==> config.mk <==
export PLATFORM = sky130hd
export DESIGN_NAME = chip_idle_ctrl
export DESIGN_NICKNAME = d
export VERILOG_FILES = /design/src/rtl/chip_idle_ctrl.sv
export SDC_FILE = /design/constraint.sdc
export NUM_CORES = 1
export LEC_CHECK = 0
export ABC_AREA = 1
export CORE_UTILIZATION = 30
export DETAILED_ROUTE_END_ITERATION = 12
export DONT_BUFFER_PORTS = 1
export PLACE_DENSITY = 0.49
export SLEW_MARGIN = 10
export SYNTH_ARGS = -nofsm -noshare
export SYNTH_HDL_FRONTEND = slang
export SYNTH_SLANG_ARGS = --single-unit
==> constraint.sdc <==
create_clock -name clk -period 4.4 [get_ports clk]
set_clock_uncertainty 0.15 [all_clocks]
set_input_delay 0.88 -clock clk [delete_from_list [all_inputs] [get_ports clk]]
set_output_delay 0.88 -clock clk [all_outputs]
set_load 0.05 [all_outputs]
==> src/rtl/chip_idle_ctrl.sv <==
// chip_idle_ctrl: qualifies sustained chip idleness, runs a four-phase
// req/ack handshake with the top-level clock-gate cell and pulses per-CPU
// wake lines when the gate is released.
module chip_idle_ctrl #(
    parameter int unsigned N_CPU = 5,
    parameter int unsigned CNT_W = 16
) (
    input  logic             clk,
    input  logic             rst,
    input  logic             chip_is_idle,
    input  logic             idle_en,
    input  logic [CNT_W-1:0] idle_thresh,
    input  logic [N_CPU-1:0] wake_event,
    input  logic             gate_ack,
    output logic             gate_req,
    output logic [N_CPU-1:0] cpu_wake,
    output logic [2:0]       idle_state,
    output logic [CNT_W-1:0] idle_entries
);

    typedef enum logic [2:0] {
        ST_RUN   = 3'd0,
        ST_WAIT  = 3'd1,
        ST_REQ   = 3'd2,
        ST_GATED = 3'd3,
        ST_EXIT  = 3'd4
    } state_t;

    localparam logic [CNT_W-1:0] ENT_MAX = '1;

    state_t             state_q, state_d;
    logic [CNT_W-1:0]   cnt_q, cnt_d;
    logic               abort_q, abort_d;
    logic [N_CPU-1:0]   wake_mask_q, wake_mask_d;
    logic               gate_req_d;
    logic [N_CPU-1:0]   cpu_wake_d;
    logic [CNT_W-1:0]   entries_d;

    logic               wake_any;
    logic               stay;
    logic               abort_now;

    // Idle qualification terms; a !stay cycle in REQ aborts the pending entry.
    assign wake_any  = |wake_event;
    assign stay      = chip_is_idle & idle_en & ~wake_any;
    assign abort_now = abort_q | ~stay;

    // Next-state, counters, wake mask and registered-output next values.
    always_comb begin
        state_d     = state_q;
        cnt_d       = cnt_q;
        abort_d     = abort_q;
        wake_mask_d = wake_mask_q;
        cpu_wake_d  = '0;
        entries_d   = idle_entries;

        case (state_q)
            ST_RUN: begin
                cnt_d       = '0;
                abort_d     = 1'b0;
                wake_mask_d = '0;
                // A stale ack from a previous handshake blocks entry.
                if (stay && !gate_ack) begin
                    state_d = ST_WAIT;
                end
            end

            ST_WAIT: begin
                wake_mask_d = '0;
                if (!stay) begin
                    state_d = ST_RUN;
                    cnt_d   = '0;
                end else if (cnt_q >= idle_thresh) begin
                    state_d = ST_REQ;
                    cnt_d   = '0;
                end else begin
                    cnt_d = cnt_q + CNT_W'(1);
                end
            end

            ST_REQ: begin
                wake_mask_d = wake_mask_q | wake_event;
                abort_d     = abort_now;
                // Request is held until ack regardless of abort.
                if (gate_ack) begin
                    if (abort_now) begin
                        state_d = ST_EXIT;
                    end else begin
                        state_d = ST_GATED;
                        if (idle_entries != ENT_MAX) begin
                            entries_d = idle_entries + CNT_W'(1);
                        end
                    end
                end
            end

            ST_GATED: begin
                wake_mask_d = wake_mask_q | wake_event;
                if (!stay) begin
                    state_d = ST_EXIT;
                end
            end

            ST_EXIT: begin
                wake_mask_d = wake_mask_q | wake_event;
                if (!gate_ack) begin
                    state_d     = ST_RUN;
                    cpu_wake_d  = wake_mask_q | wake_event;
                    wake_mask_d = '0;
                    abort_d     = 1'b0;
                end
            end

            default: begin
                state_d     = ST_RUN;
                cnt_d       = '0;
                abort_d     = 1'b0;
                wake_mask_d = '0;
            end
        endcase

        gate_req_d = (state_d == ST_REQ) || (state_d == ST_GATED);
    end

    // State and output registers.
    always_ff @(posedge clk or posedge rst) begin
        if (rst) begin
            state_q      <= ST_RUN;
            cnt_q        <= '0;
            abort_q      <= 1'b0;
            wake_mask_q  <= '0;
            gate_req     <= 1'b0;
            cpu_wake     <= '0;
            idle_entries <= '0;
        end else begin
            state_q      <= state_d;
            cnt_q        <= cnt_d;
            abort_q      <= abort_d;
            wake_mask_q  <= wake_mask_d;
            gate_req     <= gate_req_d;
            cpu_wake     <= cpu_wake_d;
            idle_entries <= entries_d;
        end
    end

    // Current state is exported directly from the state register.
    assign idle_state = 3'(state_q);

endmodule

# Word-level counts from Yosys, hierarchy flattened
# Cells that the tools add are included.
dict set report classes {
  bitwise 8
  n_reduce_logical 10
  addsub 2
  eq_ne 8
  mux 17
  order_cmp 1
}
# op count
set ops {}
lappend ops {{$add 16x1->16 const B} 2}
lappend ops {{$mux 16} 2}
lappend ops {{$pmux 16 s2} 1}
lappend ops {{$mux 3} 7}
lappend ops {{$ge 16x16->1} 1}
lappend ops {{$ne 16x16->1 const B} 1}
lappend ops {{$mux 5} 3}
lappend ops {{$pmux 3 s5} 1}
lappend ops {{$eq 3x2->1 const B} 4}
lappend ops {{$pmux 5 s2} 1}
lappend ops {{$or 5x5->5} 1}
lappend ops {{$reduce_or 5->1} 1}
lappend ops {{$not 1->1} 4}
lappend ops {{$reduce_and 4->1} 1}
lappend ops {{$reduce_or 2->1} 2}
lappend ops {{$eq 3x1->1 const B} 1}
lappend ops {{$eq 3x3->1 const B} 1}
lappend ops {{$logic_not 3->1} 1}
lappend ops {{$pmux 1 s3} 1}
lappend ops {{$reduce_or 3->1} 1}
lappend ops {{$and 1x1->1} 2}
lappend ops {{$ne 2x2->1 const B} 1}
lappend ops {{$reduce_and 2->1} 1}
lappend ops {{$logic_and 1x1->1} 1}
lappend ops {{other kinds (4)} 4}
dict set report word_totals {
  word_cells 53
  regBits 47
  in_bits 26
  out_inout_bits 25
}

# Logic depth before layout (Yosys ltp)
dict set report logic_depth {
  depth_word 10
  ltp_mapped 13
  depth_no_buf 13
}

# Worst setup path before layout
# No wires, ideal clock.
dict set report synth_path {
  path_type {in2reg}
  startpoint {input port idle_thresh[15]}
  endpoint {register cnt_q[9]}
  t_required_ps 4177
  path_slack_ps 2144
  cell_stages 8
  path_buffers 1
  arrival_time_ps 2033
  setup_ps 73
  path_cell_list {inv_1 ha_1 a21oi_1 o21ai_0 nor2_1 nand3_2 buf_4 a21oi_2}
}
dict set report synth_between {
  elab_chain_len 4
}
# item line
set synth_rtl {}
lappend synth_rtl {{from (decl)} 12} ;# input logic [CNT_W-1:0] idle_thresh,
lappend synth_rtl {{$ge 16x16->1} 73} ;# end else if (cnt_q >= idle_thresh) begin
lappend synth_rtl {{$mux 16} 73}
lappend synth_rtl {{$mux 16} 70} ;# if (!stay) begin
lappend synth_rtl {{$pmux 16 s2} 57} ;# case (state_q)
lappend synth_rtl {{to (signal assigned)} 137} ;# cnt_q <= cnt_d;
lappend synth_rtl {{to (decl)} 32} ;# logic [CNT_W-1:0] cnt_q, cnt_d;
# No other way between the ends.
# A chain may end at the register's enable or synchronous reset.

# Worst setup path after layout
dict set report layout_path {
  startpoint {register idle_entries[0]}
  endpoint {register idle_entries[0]}
}
dict set report layout_between {
  elab_chain_len 2
  elab_cells_between_ends 3
  classes_between {add/sub: 1; eq/ne: 1; reduce/logical: 1}
}
# item line
set layout_rtl {}
lappend layout_rtl {{from (decl)} 18} ;# output logic [CNT_W-1:0] idle_entries
lappend layout_rtl {{from (signal assigned)} 142} ;# idle_entries <= entries_d;
lappend layout_rtl {{parallel branches: the longest is 2 deep, another holds $add 16x1->16} n/a}
# Several ways; the timed one is not identified.

==> run summary <==
DRT
------------------------------------------------------------------------------
Total detailed-routing wirelength ...............................      6230 um
Average detailed-routed wire length per instance ................      12.2 um
Vias after detailed routing .....................................        2,322
First-iteration detailed-routing DRC count ......................           73
Vias/cell .......................................................         4.56
Router iterations before antenna repair .........................            4
Remaining routing DRC violations ................................            0
Remaining antenna violation count ...............................            0

FLOORPLANNING
------------------------------------------------------------------------------
Num rows ........................................................           36
IO Count ........................................................           51
Die area ........................................................   10,500 um2
Die span in x ...................................................       102 um
Initial core utilization ........................................        0.310
Chip height .....................................................       102 um
Core area .......................................................     9770 um2

CLOCK TREE
------------------------------------------------------------------------------
CTS buffer count ................................................            5
Maximum level of the CTS H-tree .................................            2
Quantity of gates resized following cts .........................            0
Clock tree from TritonCTS .......................................          yes
Worst-path clk slew .............................................       100 ps
Clock Tree Buf Depth ............................................            2
TritonCTS sink count ............................................           47
Buffers inserted during post-CTS setup optimization .............            0
Number of buffers added to fix hold violations after cts ........            0
Clock Root Buffer ............................................... sky130_fd_sc_hd__clkbuf_8
Clock latency on the worst-skew pair ............................       300 ps

STA
------------------------------------------------------------------------------
Timing-limited maximum frequency ................................      421 MHz
Total Negative Setup Slacks .....................................         0 ps
Max-slew violation total from the final report ..................            0
Share of the clock period used by the worst path after layout ...        0.539
RSZ-0062 raised after global routing ............................           no
Worst Tran Pin Value ............................................       983 ps
Total count of hold-check failures in the final report ..........            0
Headroom to the max-slew limit ..................................        0.344
Fin crit period .................................................      2370 ps
Setup violators final ...........................................            0

LOGIC SYNTHESIS
------------------------------------------------------------------------------
FFs w/ async S/R, synth .........................................         1.00
Most instantiated flip-flop cell in the synthesis netlist ....... sky130_fd_sc_hd__dfrtp_1
Most frequent cells after synthesis ............................. 86 x sky130_fd_sc_hd__nand2_1, 47 x sky130_fd_sc_hd__dfrtp_1, 43 x sky130_fd_sc_hd__inv_1
Number of enable-type register cells in the synthesized netlist .            0
Post-synth net total ............................................          416
Total number of yosys warnings ..................................            0
Proportion of synthesized chip area in sequential cells .........        0.388
Synth top area share ............................................        0.388
Count of mapped cells out of synthesis ..........................          372
Cell type with the largest total area after synthesis ........... sky130_fd_sc_hd__dfrtp_1
Syn_area_per_cell ...............................................     8.14 um2
Flop and latch count out of synthesis ...........................           47
Syn Std Cell Area ...............................................     3030 um2
Post-synth cell types ...........................................           30
Most used standard cell by instance count after synthesis ....... sky130_fd_sc_hd__nand2_1
Ranking of synthesized cells by area ............................ sky130_fd_sc_hd__dfrtp_1 39%, sky130_fd_sc_hd__nand2_1 11%, sky130_fd_sc_hd__ha_1 7.4%

WORST SETUP PATH
------------------------------------------------------------------------------
Crit path max fanout ............................................           28
Critical path cell sequence ..................................... ha_1, nand2_1, nor2_4, nand2_2, o21ai_4, nor2_8, xor2_1
Launching element type of the critical path .....................    flip-flop
Crit Path Class .................................................      reg2reg
Combined buffer and inverter count along the critical path ......            0
WP data arrival .................................................      2380 ps
Slowest cell on the critical path ............................... sky130_fd_sc_hd__dfrtp_1
Critical path's top delay family ................................   flip-flops
Data required time at the worst endpoint ........................      4410 ps
Category of the worst setup path capture point ..................    flip-flop
Slowest stage delay, CP .........................................       770 ps

HOLD PATH
------------------------------------------------------------------------------
Worst hold-check path type ......................................      reg2reg

PLACE
------------------------------------------------------------------------------
Detail Placement HPWL ...........................................      4770 um
Number of port buffers ..........................................            0
Global placer's final weighted congestion .......................        0.843

GRT
------------------------------------------------------------------------------
Initial antenna violation count .................................            0
Pin count of the biggest net entering global routing ............           48
First-pass GRT wire length ......................................    10,600 um
Number of global-route vias before repair .......................        2,212
Leftover overflow at the end of global routing ..................            0
Total global-route track usage ..................................        0.129

RUN
------------------------------------------------------------------------------
Max-cap violation count .........................................            0

LAYOUT
------------------------------------------------------------------------------
Filler Cell Count ...............................................        1,043
Growth of design area from synthesis to finish ..................        6.82%
Post-layout nets ................................................          419
Count of inserted antenna diode cells ...........................            0
Fraction of layout instances using a drive strength above 1 .....        0.157

PWR
------------------------------------------------------------------------------
VDD IR-drop max .................................................     0.108 mV
P per Cell Area .................................................   227 nW/um2
Pleak ...........................................................   0.00155 uW
Overall Power ...................................................       735 uW

RUN STATUS
------------------------------------------------------------------------------
Run status ...................................................... finished, final reports clean

## path summary, 6_finish.rpt
kind,startpoint,end,slack (ps),cells after the start
setup / recovery,idle_entries[0],idle_entries[0],2030,7
hold / removal,wake_mask_q[0],wake_mask_q[0],350,2
setup reg to reg,idle_entries[0],idle_entries[0],2030,7
hold reg to reg,wake_mask_q[0],wake_mask_q[0],350,2
max in group asynchronous,rst,cnt_q[7],2960,1
min in group asynchronous,rst,idle_entries[0],530,1
## power breakdown
| group | switching, uW | total, uW | internal [uW] |
|---|---|---|---|
| Clock | 156 | 270 | 114 |
| Combinational | 20.7 | 29.0 | 8.29 |
| Sequential | 3.85 | 436 | 432 |
## through the flow
| stage | util | hold slack [ps] | setup slack, ps | instance area [um2] | std cells |
|---|---|---|---|---|---|
| detailed placement | 0.322 | 336 | 1740 | 3140 | 501 |
| floorplan | - | 312 | 2140 | 3030 | 372 |
| global placement | 0.322 | 326 | 1750 | 3140 | 501 |
| finish | 0.331 | 350 | 2030 | 3240 | 509 |
| global route | 0.331 | 386 | 1910 | 3240 | 509 |
| CTS | 0.331 | 360 | 2030 | 3240 | 509 |
## tightest hold or removal path, delay by kind of cell, from the launching register on
family | cells | cell delay (ps)
AND/OR/NAND/NOR | 2 | 130
flip-flops | 1 | 330
## layer usage
layer	up-vias	wire (um)	track usage
met5	-	0	0
met4	0	62	0.0341
met3	6	282	0.0321
met2	30	2910	0.209
met1	1094	2980	0.170
li1	1192	-	-
## layout by cell type (no fill, tap or decap), types with 2 or more instances in the layout
master and n:
sky130_fd_sc_hd__nor2_4 2, sky130_fd_sc_hd__nand4_1 5, sky130_fd_sc_hd__nor3_1 10, sky130_fd_sc_hd__clkinvlp_4 2, sky130_fd_sc_hd__nand3_1 18, sky130_fd_sc_hd__xor2_1 22
sky130_fd_sc_hd__a21oi_1 6, sky130_fd_sc_hd__nand2_1 86, sky130_fd_sc_hd__ha_1 18, sky130_fd_sc_hd__inv_2 7, sky130_fd_sc_hd__nor2_1 37, sky130_fd_sc_hd__inv_1 42
sky130_fd_sc_hd__nor2_2 4, sky130_fd_sc_hd__o21ai_0 8, sky130_fd_sc_hd__dfrtp_1 47, sky130_fd_sc_hd__xnor2_1 5, sky130_fd_sc_hd__o21ai_2 20, sky130_fd_sc_hd__nand2_2 11
sky130_fd_sc_hd__o21ai_1 9, sky130_fd_sc_hd__nor3_2 2, sky130_fd_sc_hd__clkbuf_8 5, sky130_fd_sc_hd__nand3b_1 2
## kinds of logic (layout without fill, tap and decap cells)
family / after synthesis / after routing / share of synthesized area
and+or+nand+nor: 180 / 180 / 0.273
buffers and inverters: 53 / 57 / 0.0781
AOI/OAI and AO/OA: 47 / 47 / 0.109
DFF: 47 / 47 / 0.388
xor gates and xnor gates: 27 / 27 / 0.0781
adders and majority gates: 18 / 18 / 0.0744
## registers in the layout (all words and copies together), names as in the netlist
signal / count
abort_q: 1
cnt_q: 16
cpu_wake: 5
gate_req: 1
idle_entries: 16
idle_state: 3
wake_mask_q: 5
## final cells by class
cell class | instances | area [um2] | area share
clock buffer | 5 | 68.8 | 0.0213
clock inverter | 3 | 23.8 | 0.00735
inverter | 49 | 184 | 0.0568
multi-input combinational | 272 | 1620 | 0.500
sequential | 47 | 1180 | 0.363
tap | 133 | 166 | 0.0514
Power figures use the tool's default switching activity.
